### src/rtl/ram_arbiter.sv
// ram_arbiter: round-robin arbiter sharing one single-port synchronous RAM
// between an instruction-fetch port (0) and a load/store port (1).
// Writes complete in their grant cycle. Reads return two edges after the grant
// through a one-entry response buffer per port. A port may hold at most one
// read in flight, so its response buffer can never be overrun.
module ram_arbiter #(
    parameter int DATA_WHITH = 32,
    parameter int DATA_SIZE  = 8,
    parameter int ADDR_WHITH = 10,
    parameter int DATA_BYTE  = DATA_WHITH / DATA_SIZE
) (
    input  logic                  clk,
    input  logic                  rst,
    // port 0: instruction fetch
    input  logic                  p0_req,
    input  logic [DATA_BYTE-1:0]  p0_we,
    input  logic [ADDR_WHITH-1:0] p0_addr,
    input  logic [DATA_WHITH-1:0] p0_wdata,
    output logic                  p0_gnt,
    output logic                  p0_rvalid,
    output logic [DATA_WHITH-1:0] p0_rdata,
    input  logic                  p0_rready,
    // port 1: load/store
    input  logic                  p1_req,
    input  logic [DATA_BYTE-1:0]  p1_we,
    input  logic [ADDR_WHITH-1:0] p1_addr,
    input  logic [DATA_WHITH-1:0] p1_wdata,
    output logic                  p1_gnt,
    output logic                  p1_rvalid,
    output logic [DATA_WHITH-1:0] p1_rdata,
    input  logic                  p1_rready,
    // single-port RAM
    output logic                  ram_cs,
    output logic [DATA_BYTE-1:0]  ram_we,
    output logic [ADDR_WHITH-1:0] ram_addr,
    output logic [DATA_WHITH-1:0] ram_wdata,
    input  logic [DATA_WHITH-1:0] ram_rdata
);

    typedef enum logic {
        PORT0 = 1'b0,
        PORT1 = 1'b1
    } port_e;

    // round-robin history and in-flight read tracking
    port_e                 last_q, last_d;
    port_e                 rd_owner_q, rd_owner_d;
    logic                  rd_pend_q, rd_pend_d;

    // per-port response buffers
    logic                  p0_rvalid_q, p0_rvalid_d;
    logic                  p1_rvalid_q, p1_rvalid_d;
    logic [DATA_WHITH-1:0] p0_rdata_q, p0_rdata_d;
    logic [DATA_WHITH-1:0] p1_rdata_q, p1_rdata_d;

    // arbitration signals
    logic                  p0_busy, p1_busy;
    logic                  p0_free, p1_free;
    logic                  p0_elig, p1_elig;
    logic                  gnt_any;
    port_e                 win;
    logic                  win_rd;

    // Eligibility: writes always qualify; a read needs no read of its own in
    // flight and a response buffer that is empty or being drained this cycle.
    always_comb begin
        p0_busy = rd_pend_q && (rd_owner_q == PORT0);
        p1_busy = rd_pend_q && (rd_owner_q == PORT1);
        p0_free = !p0_rvalid_q || p0_rready;
        p1_free = !p1_rvalid_q || p1_rready;
        p0_elig = p0_req && ((|p0_we) || (!p0_busy && p0_free));
        p1_elig = p1_req && ((|p1_we) || (!p1_busy && p1_free));
    end

    // Round-robin pick: on a tie the port that did not win last time goes.
    // Reset forces no grant so the RAM is never touched while held in reset.
    always_comb begin
        gnt_any = 1'b0;
        win     = PORT0;
        if (!rst) begin
            if (p0_elig && p1_elig) begin
                gnt_any = 1'b1;
                win     = (last_q == PORT0) ? PORT1 : PORT0;
            end else if (p0_elig) begin
                gnt_any = 1'b1;
                win     = PORT0;
            end else if (p1_elig) begin
                gnt_any = 1'b1;
                win     = PORT1;
            end
        end
    end

    assign p0_gnt = gnt_any && (win == PORT0);
    assign p1_gnt = gnt_any && (win == PORT1);

    // RAM drive: the winner's request goes straight through; idle bus is all zero.
    always_comb begin
        ram_cs    = 1'b0;
        ram_we    = '0;
        ram_addr  = '0;
        ram_wdata = '0;
        if (gnt_any) begin
            ram_cs = 1'b1;
            if (win == PORT0) begin
                ram_we    = p0_we;
                ram_addr  = p0_addr;
                ram_wdata = p0_wdata;
            end else begin
                ram_we    = p1_we;
                ram_addr  = p1_addr;
                ram_wdata = p1_wdata;
            end
        end
    end

    assign win_rd = gnt_any && (ram_we == '0);

    // Arbitration history and read-owner bookkeeping for the next cycle.
    always_comb begin
        last_d     = gnt_any ? win : last_q;
        rd_pend_d  = win_rd;
        rd_owner_d = win_rd ? win : rd_owner_q;
    end

    // Port 0 response buffer: release on handshake, capture wins over release.
    always_comb begin
        p0_rvalid_d = p0_rvalid_q;
        p0_rdata_d  = p0_rdata_q;
        if (p0_rvalid_q && p0_rready) begin
            p0_rvalid_d = 1'b0;
        end
        if (rd_pend_q && (rd_owner_q == PORT0)) begin
            p0_rvalid_d = 1'b1;
            p0_rdata_d  = ram_rdata;
        end
    end

    // Port 1 response buffer: same policy as port 0.
    always_comb begin
        p1_rvalid_d = p1_rvalid_q;
        p1_rdata_d  = p1_rdata_q;
        if (p1_rvalid_q && p1_rready) begin
            p1_rvalid_d = 1'b0;
        end
        if (rd_pend_q && (rd_owner_q == PORT1)) begin
            p1_rvalid_d = 1'b1;
            p1_rdata_d  = ram_rdata;
        end
    end

    // State registers; reset discards any read in flight and makes port 0
    // the winner of the first contest.
    always_ff @(posedge clk or posedge rst) begin
        if (rst) begin
            last_q      <= PORT1;
            rd_owner_q  <= PORT0;
            rd_pend_q   <= 1'b0;
            p0_rvalid_q <= 1'b0;
            p1_rvalid_q <= 1'b0;
            p0_rdata_q  <= '0;
            p1_rdata_q  <= '0;
        end else begin
            last_q      <= last_d;
            rd_owner_q  <= rd_owner_d;
            rd_pend_q   <= rd_pend_d;
            p0_rvalid_q <= p0_rvalid_d;
            p1_rvalid_q <= p1_rvalid_d;
            p0_rdata_q  <= p0_rdata_d;
            p1_rdata_q  <= p1_rdata_d;
        end
    end

    assign p0_rvalid = p0_rvalid_q;
    assign p1_rvalid = p1_rvalid_q;
    assign p0_rdata  = p0_rdata_q;
    assign p1_rdata  = p1_rdata_q;

    // Structural invariants: one grant at most, never a second read in flight
    // for a port, and a capture never lands on a still-full buffer.
    a_one_gnt: assert property (@(posedge clk) disable iff (rst)
        !(p0_gnt && p1_gnt));
    a_p0_single_rd: assert property (@(posedge clk) disable iff (rst)
        (p0_gnt && (p0_we == '0)) |-> !p0_busy);
    a_p1_single_rd: assert property (@(posedge clk) disable iff (rst)
        (p1_gnt && (p1_we == '0)) |-> !p1_busy);
    a_p0_no_overrun: assert property (@(posedge clk) disable iff (rst)
        p0_busy |-> !p0_rvalid_q);
    a_p1_no_overrun: assert property (@(posedge clk) disable iff (rst)
        p1_busy |-> !p1_rvalid_q);

endmodule

### config.mk
export PLATFORM = sky130hd
export DESIGN_NAME = ram_arbiter
export DESIGN_NICKNAME = d
export VERILOG_FILES = /design/src/rtl/ram_arbiter.sv
export SDC_FILE = /design/constraint.sdc
export NUM_CORES = 1
export LEC_CHECK = 0
export ABC_CLOCK_PERIOD_IN_PS = 5000
export CORE_ASPECT_RATIO = 0.75
export CORE_MARGIN = 2
export CORE_UTILIZATION = 35
export CTS_BUF_LIST = sky130_fd_sc_hd__clkbuf_2
export CTS_CLUSTER_DIAMETER = 150
export DETAILED_ROUTE_END_ITERATION = 6
export PLACE_DENSITY = 0.83
export REMOVE_ABC_BUFFERS = 1
export SLEW_MARGIN = 5
export SYNTH_ARGS = -nofsm -noshare
export SYNTH_HDL_FRONTEND = slang
export SYNTH_SLANG_ARGS = --single-unit
### constraint.sdc
create_clock -name clk -period 5 [get_ports clk]
set_input_delay 1 -clock clk [delete_from_list [all_inputs] [get_ports clk]]
set_output_delay 1 -clock clk [all_outputs]
set_load 0.005 [all_outputs]
After elaboration in Yosys (flattened, before gate mapping)
Index checks and enable logic that the tools add are counted.
{"block": "word_totals", "elab_cells": 53, "ramBits": 0, "inputBits": 130, "out_inout_bits": 115, "romBits": 0, "memories": 0, "ff_bits": 69, "latchBits": 0}
{"block": "classes", "div_mod_pow": 0, "multipliers": 0, "n_reduce_logical": 25, "n_bitwise": 2, "addsub": 0, "shift": 0, "magnitude_cmp": 0, "mux": 19, "n_eq_ne": 0}
{"op": "32-bit two-way mux", "count": 2}
{"op": "10-bit two-way mux", "count": 2}
{"op": "1-bit two-way mux", "count": 13}
{"op": "1-bit logical AND", "count": 12}
{"op": "4-bit two-way mux", "count": 2}
{"op": "4-bit OR reduction", "count": 2}
{"op": "1-bit logical NOT", "count": 4}
{"op": "4-bit logical NOT", "count": 1}
{"op": "1-bit logical OR", "count": 4}
{"op": "2-bit nonzero test", "count": 2}
{"op": "1-bit inverter", "count": 2}

Longest topological paths before layout
Gate-level depths: netlist (run 1).
{"block": "depth", "depth_word": 13, "mapped_depth": 8, "mapped_depth_nobuf": 6}

Least setup slack after synthesis (run 1)
No wires, ideal clock.
{"block": "synth_timing", "path_type": "in2out", "startpoint": "in rst", "endpoint": "out ram_addr[1]", "required_ns": 4.000, "arrival_time_ns": 3.307, "slack_ns": 0.693, "path_buffers": 2, "cell_stages": 5, "cell_sequence": "inv_1 > and3_4 > buf_12 > buf_8 > a22o_1"}
{"block": "synth_via", "elab_chain_len": 3, "elab_cells_between_ends": 4, "cone_classes": "mux: 4"}
{"item": "from (decl)", "line": "13", "rtl": "input logic rst,"}
{"item": "1-bit two-way mux", "line": "80", "rtl": "if (!rst) begin"}
{"item": "10-bit two-way mux", "line": "105", "rtl": "if (win == PORT0) begin"}
{"item": "10-bit two-way mux (*)", "line": "103", "rtl": "if (gnt_any) begin"}
{"item": "to (decl)", "line": "35", "rtl": "output logic [ADDR_WHITH-1:0] ram_addr,"}
Mark *: on every way between the ends. The rest lies on a longest branch, timed or not.

Worst setup path after layout (run 1)
{"block": "layout_timing", "startpoint": "in p0_we[1]", "endpoint": "out ram_addr[5]"}
{"block": "layout_via", "elab_chain_len": 8, "elab_cells_between_ends": 12, "cone_classes": "mux: 8; reduce/logical: 4"}
{"item": "from (decl)", "line": "16", "rtl": "input logic [DATA_BYTE-1:0] p0_we,"}
{"item": "4-bit OR reduction (*)", "line": "71", "rtl": "p0_elig = p0_req && ((|p0_we) || (!p0_busy && p0_free));"}
{"item": "1-bit logical OR (*)", "line": "71"}
{"item": "1-bit logical AND (*)", "line": "71"}
{"item": "1-bit two-way mux / 1-bit logical AND (equally long branches)", "line": "84, 81"}
{"item": "1-bit two-way mux", "line": "81", "rtl": "if (p0_elig && p1_elig) begin"}
{"item": "1-bit two-way mux", "line": "80"}
{"item": "10-bit two-way mux", "line": "105"}
{"item": "10-bit two-way mux (*)", "line": "103"}
Marked as above.

==> flow_summary_export.csv, run 1 <==
group,metric,value,unit
power,powerDensity,366,nW/µm²
synth,synth-simple-area-share,0.0476,
setup_path,r2r-start,"rd_owner_q",
routing,num_vias,2959,
routing,routedWlPerCell,17.8,µm
power,switching_share,0.270,
synth,synth_area_leaders,"dfrtp_1 (52%), mux2_2 (22%), a22o_1 (12%)",
clock_tree,ctsResizeCount,0,
status,status,"finished, final reports clean",
sta,relSlewSlack,0.427,
clock_tree,cts_root_buf,"clkbuf_2",
layout,final_util,0.650,
routing,first_pass_iters,4,
setup_path,crit_type,"input pin to output port",
placed_design,dp_cells,594,
synth,yosys.area_share.adder,0,
floorplanning,die_w,115,µm
sta,fmax,217,MHz
clock_tree,hold_buffers,0,
clock_tree,cts_max_level,3,
synth,ys_ff_latch,69,
synth,synth_top_area_share,0.522,
synth,synthMuxAreaShare,0.225,
setup_path,worst-r2r-cell-count,7,
floorplanning,floorplan.initialDensity,0.360,
routing,drt-total-wl,10900,µm
placed_design,port_buffers,244,
global_routing,grtUsageTotal,0.211,
power,p_leak,2.36,nW
floorplanning,num_rows,30,
power,clkPwrFrac,0.148,
placed_design,gp_congestion,0.816,
setup_path,crit_start,"p0_we[1]",
setup_path,crit_path_frequent_cell,"clkdlybuf4s50_1",
global_routing,overflow,0,
clock_tree,cts_tree,"built",
layout,diodes,0,
synth,yosysSeqAreaShare,0.530,
sta,final.period_utilization,0.920,
clock_tree,numClockSinks,69,
sta,worstMarginPinSlew,859,ps
floorplanning,io_pins,245,
routing,drtIter0Drc,149,
sta,setup_viol,0,
synth,synth.largest_area_cell,"dfrtp_1",
clock_tree,post_cts_buffers,0,
setup_path,slowest_stage,"and3_4",
routing,drtAntennaViolNets,0,
sta,finalCriticalPeriod,4600,ps
sta,fin_tns_setup,0,ps
setup_path,path_cells,"clkdlybuf4s50_1, or2_4, a2111oi_4, o21a_2, and3_4, a22o_1, clkdlybuf4s50_1",
power,ir_drop,0.235,mV
routing,drc,0,
setup_path,crit_cells,7,
flow_run,drv_cap,0,
setup_path,crit_end,"ram_addr[5]",
power,power_frac_seq,0.412,
placed_design,hpwl,8410,µm
floorplanning,die_area,10100,µm²
power,p_sw,580,µW
setup_path,start_kind,"input pin",
synth,synthFlopType,"dfrtp_1",
clock_tree,path_clk_slew,200,ps
global_routing,antenna_found_initial,0,
power,internal-power,1.57,mW
setup_path,cp.arrival,3600,ps
placed_design,place_area,5770,µm²
sta,rsz0062_at_grt,"false",
clock_tree,clk_latency,500,ps
setup_path,r2r_slack,2610,ps
layout,stdcell_count,610,
floorplanning,chipHeight,87.6,µm
setup_path,required,4000,ps
sta,drv_slew,0,
layout,area_growth,80.5,%
layout,finalNetCount,607,
synth,synth_xor_xnor_area_share,0,
setup_path,critPathMaxStageDelay,520,ps
sta,hold_viol_final,0,
global_routing,grt_max_degree,70,
synth,synth_top_family_by_area,"multiplexers",
synth,netlist_area,3260,µm²
setup_path,crit_path_max_fanout,46,
layout,drive_gt1_frac,0.195,
clock_tree,clock_path_buffers,2,
synth,synth_cells,235,
hold_path,min_path_type,"flop to flop",
synth,async_flop_share,1.00,
setup_path,cp.buffers_inverters,2,
synth,synth_cell_types,35,
layout,final_cell_area,5880,µm²
global_routing,grt_pass1_wl,16300,µm
global_routing,grt_pass1_vias,3069,
synth,synth_edf_count,0,
sta,skew,21.1,ps
clock_tree,cts_buffers,9,
setup_path,reg2reg_to,"rd_owner_q",
synth,yosys_warnings,0,
routing,vias_per_cell,4.85,
setup_path,critical_path.endpoint_type,"output port",
synth,syn_area_per_cell,13.9,µm²
hold_path,holdPathStages,2,
power,comb_power_share,0.441,
floorplanning,fp.coreArea,9050,µm²
setup_path,critPathTopFamily,"buffers and inverters",
synth,synth_compound_area_frac,0.154,
sta,timing.hold.ws,521,ps
synth_stat cells, drive strengths merged (2+ instances only):
cell	count
nand2b	4
buf	14
or2	3
clkbuf	3
and3	2
a22o	43
mux2	65
a22oi	4
nand2	5
nor4	2
o21ai	2
nor2b	2
dfrtp	68
nor2	6
worst min-delay path by stage:
stage                 start            to  slack, ps
2_1_floorplan        last_q        last_q        470
3_3_place_gp   p0_rdata[13]  p0_rdata[13]        490
3_5_place_dp   p0_rdata[27]  p0_rdata[27]        490
4_1_cts              last_q        last_q        520
5_1_grt              last_q        last_q        550
6_report             last_q        last_q        520
kinds of logic after synthesis:
family / Yosys count
AND/OR/NAND/NOR: 27
flip-flops: 69
multiplexers: 65
buffers and inverters: 18
AO/OA/AOI/OAI: 56
worst register-to-register path: stages, from the launching register on:
cell,delay (ps)
dfrtp_1,410
nand2b_2,180
buf_4,420
a21oi_1,210
nor4bb_1,350
a41oi_1,90
a31oi_2,290
mux2_1,340
cell type report:
cell class | instances | area (µm²)
tap | 128 | 160
inverter | 1 | 3.75
sequential | 69 | 1730
multi-input combinational | 148 | 1390
clock inverter | 6 | 63.8
timing repair buffer | 248 | 2480
fill | 718 | 3170
clock buffer | 10 | 50.0
metrics by stage:
step,worst slack (ps),total power [mW]
finish,401,2.15
global route,294,2.29
CTS,390,2.18
detailed placement,409,1.86
global placement,487,1.82
floorplan,199,1.17
flip-flops by register name, indices dropped and copies added, names as in the netlist:
| register | flops |
|---|---|
| p1_rdata | 32 |
| rd_owner_q | 1 |
| p0_rvalid | 1 |
| p1_rvalid | 1 |
| last_q | 1 |
| rd_pend_q | 1 |
| p0_rdata | 32 |
layout by cell type, fill, tap and decap left out, types with 2 or more instances in the layout:
cell type and n:
a22oi_1 4, nand2_1 5, clkbuf_2 10, a22o_1 43
nand2b_1 3, nor2b_1 2, nor2_1 6, buf_4 3
clkinvlp_4 2, clkdlybuf4s50_1 244, clkinv_2 2, dfrtp_1 68
mux2_2 64, nor4_1 2
per-layer routing:
layer	global-route usage	vias up	wire [µm]
li1	-	1379	-
met1	0.276	1449	4630
met2	0.332	117	5420
met3	0.0685	14	656
met4	0.0701	0	172
met5	0	-	0
power by group through the flow:
stage               clock [mW]  sequential (mW)  combinational [mW]
finish                   0.317            0.886               0.948
global route             0.364            0.916                1.01
CTS                      0.334            0.889               0.961
detailed placement           0            0.901               0.956
global placement             0            0.885               0.933
floorplan                    0            0.908               0.262
Note: power is estimated with default switching activity, not from simulation.
==> inputs of run 2 (changes only) <==
--- a/config.mk
+++ b/config.mk
@@ -10,7 +10,7 @@
 export CORE_MARGIN = 2
 export CORE_UTILIZATION = 35
 export CTS_BUF_LIST = sky130_fd_sc_hd__clkbuf_2
-export CTS_CLUSTER_DIAMETER = 150
+export CTS_CLUSTER_DIAMETER = 100
 export DETAILED_ROUTE_END_ITERATION = 6
 export PLACE_DENSITY = 0.83
 export REMOVE_ABC_BUFFERS = 1
==> results of run 2 <==
Final layout, timing and power as in run 1 (identical DEF).
==> inputs of run 3 (changes only) <==
--- a/config.mk
+++ b/config.mk
@@ -7,7 +7,7 @@
 export LEC_CHECK = 0
 export ABC_CLOCK_PERIOD_IN_PS = 5000
 export CORE_ASPECT_RATIO = 0.75
-export CORE_MARGIN = 2
+export CORE_MARGIN = 4
 export CORE_UTILIZATION = 35
 export CTS_BUF_LIST = sky130_fd_sc_hd__clkbuf_2
 export CTS_CLUSTER_DIAMETER = 100
==> run 3 against run 2 <==
Sequential power about the same. First-iteration DRC count grew 2.7%. Via count increased by 0.17%. Flip-flop and latch count did not move. Highest routed layer unchanged. Wire length is 6.1% higher. Clock power is 20% lower. Maximum frequency decreased by 1.0%. Non-clock buffer count increased by 1. Clock skew is 6.3 ps lower. Global-route usage shrank 0.45 points. Clock-buffer cell count increased by 1.
==> flow_summary_export.csv, run 3 (synthesized netlist as in run 1, its figures left out) <==
group,metric,value,unit
clock_tree,post_cts_buffers,0,
layout,mostFrequentLayoutCells,"clkdlybuf4s50_1 (244), dfrtp_1 (68), mux2_2 (64), a22o_1 (43), clkbuf_2 (11)",
placed_design,gp_congestion,0.841,
routing,num_vias,2964,
sta,finalCriticalPeriod,4650,ps
clock_tree,clock_path_buffers,2,
global_routing,grt_pass1_vias,3107,
placed_design,port_buffers,244,
clock_tree,cts_root_buf,"clkbuf_2",
power,internal-power,1.52,mW
hold_path,hold_start,"last_q",
power,switching_share,0.272,
global_routing,antenna_found_initial,0,
floorplanning,chipHeight,91.6,µm
sta,fin_tns_setup,0,ps
routing,first_pass_iters,4,
power,power_frac_seq,0.426,
power,p_sw,567,µW
layout,final_common_cell,"clkdlybuf4s50_1",
clock_tree,cts_max_level,3,
setup_path,crit_type,"input pin to output port",
routing,vias_per_cell,4.85,
setup_path,critical_path.endpoint_type,"output port",
setup_path,critPathMaxStageDelay,520,ps
sta,relSlewSlack,0.638,
setup_path,crit_path_max_fanout,46,
global_routing,overflow,0,
placed_design,hpwl,9150,µm
hold_path,min_path_type,"flop to flop",
layout,diodes,0,
sta,final.period_utilization,0.929,
floorplanning,floorplan.initialDensity,0.360,
layout,area_growth,79.8,%
setup_path,r2r-start,"rd_owner_q",
sta,rsz0062_at_grt,"false",
sta,skew,14.8,ps
setup_path,required,4000,ps
clock_tree,cts_tree,"built",
layout,final_cell_area,5860,µm²
global_routing,grt_max_degree,47,
power,ir_drop,0.285,mV
setup_path,reg2reg_to,"rd_owner_q",
clock_tree,clk_latency,490,ps
floorplanning,die_area,10900,µm²
placed_design,place_area,5770,µm²
clock_tree,ctsResizeCount,0,
global_routing,grtUsageTotal,0.206,
clock_tree,hold_buffers,0,
sta,drv_slew,0,
setup_path,cp.arrival,3650,ps
sta,fmax,215,MHz
power,clkPwrFrac,0.122,
routing,drc,0,
setup_path,worst-r2r-cell-count,7,
sta,worstMarginPinSlew,543,ps
sta,setup_viol,0,
flow_run,drv_cap,0,
clock_tree,numClockSinks,69,
setup_path,r2r_slack,2670,ps
floorplanning,io_pins,245,
floorplanning,die_w,119,µm
setup_path,start_kind,"input pin",
hold_path,holdPathStages,2,
power,powerDensity,357,nW/µm²
routing,drtAntennaViolNets,0,
setup_path,slowest_stage,"clkdlybuf4s50_1",
setup_path,path_cells,"clkdlybuf4s50_1, or2_4, a2111oi_4, o21a_2, and3_4, a22o_1, clkdlybuf4s50_1",
power,comb_power_share,0.452,
layout,drive_gt1_frac,0.197,
layout,finalNetCount,608,
setup_path,crit_path_frequent_cell,"clkdlybuf4s50_1",
power,p_leak,2.36,nW
floorplanning,fp.coreArea,9050,µm²
routing,routedWlPerCell,18.9,µm
global_routing,grt_pass1_wl,17600,µm
clock_tree,cts_buffers,9,
routing,drt-total-wl,11500,µm
sta,hold_viol_final,0,
status,status,"finished, final reports clean",
routing,drtIter0Drc,153,
hold_path,whs_endpoint,"last_q",
floorplanning,num_rows,30,
clock_tree,path_clk_slew,160,ps
run 3: changes by cell type in the layout (fill, tap and decap cells not counted):
cell	delta
clkinv_2	+2
buf_4	+1
bufinv_16	-1
clkbuf_2	+1
clkinv_4	-1
clkinvlp_4	-1
run 3: worst max-delay path: cells and delay by family:
kind / cells / cell delay, ps
buf+inv: 2 / 990
simple gates: 2 / 810
compound gates: 3 / 830
run 3: worst max-delay path by stage:
stage	startpoint	end	slack, ps	cells after the start
detailed placement	p0_we[1]	ram_wdata[8]	340	7
global placement	p0_we[1]	ram_wdata[8]	400	7
finish	p0_we[1]	ram_wdata[8]	350	7
global route	p0_we[1]	ram_wdata[5]	260	7
floorplan	rst	ram_addr[0]	200	3
CTS	p0_we[1]	ram_wdata[8]	340	7
run 3: metal layers:
metal | routed length, µm | vias to the layer above | track usage | share of wire
li1 | - | 1386 | - | -
met1 | 4760 | 1444 | 0.267 | 0.41
met2 | 5660 | 122 | 0.333 | 0.49
met3 | 967 | 12 | 0.0691 | 0.084
met4 | 160 | 0 | 0.0524 | 0.014
met5 | 0 | - | 0 | 0
run 3: power by group through the flow:
stage	Sequential, mW	Combinational [mW]	Clock, mW
CTS	0.892	0.958	0.270
global placement	0.887	0.939	0
finish	0.889	0.945	0.255
floorplan	0.908	0.262	0
detailed placement	0.904	0.953	0
global route	0.921	1.00	0.301
run 3: area by class of cell:
cell class | instances | area, µm²
clock buffer | 11 | 55.1
timing repair buffer | 249 | 2490
inverter | 1 | 3.75
clock inverter | 5 | 27.5
multi-input combinational | 148 | 1390
tap | 128 | 160
fill | 719 | 3190
sequential | 69 | 1730
run 3: metrics by stage:
| stage | util | power (mW) | cells | hold slack (ps) | setup WS [ps] |
|---|---|---|---|---|---|
| global placement | 0.638 | 1.83 | 595 | 486 | 400 |
| finish | 0.647 | 2.09 | 611 | 521 | 353 |
| global route | 0.647 | 2.22 | 611 | 547 | 258 |
| CTS | 0.647 | 2.12 | 611 | 530 | 336 |
| floorplan | - | 1.17 | 218 | 470 | 199 |
| detailed placement | 0.638 | 1.86 | 595 | 492 | 337 |
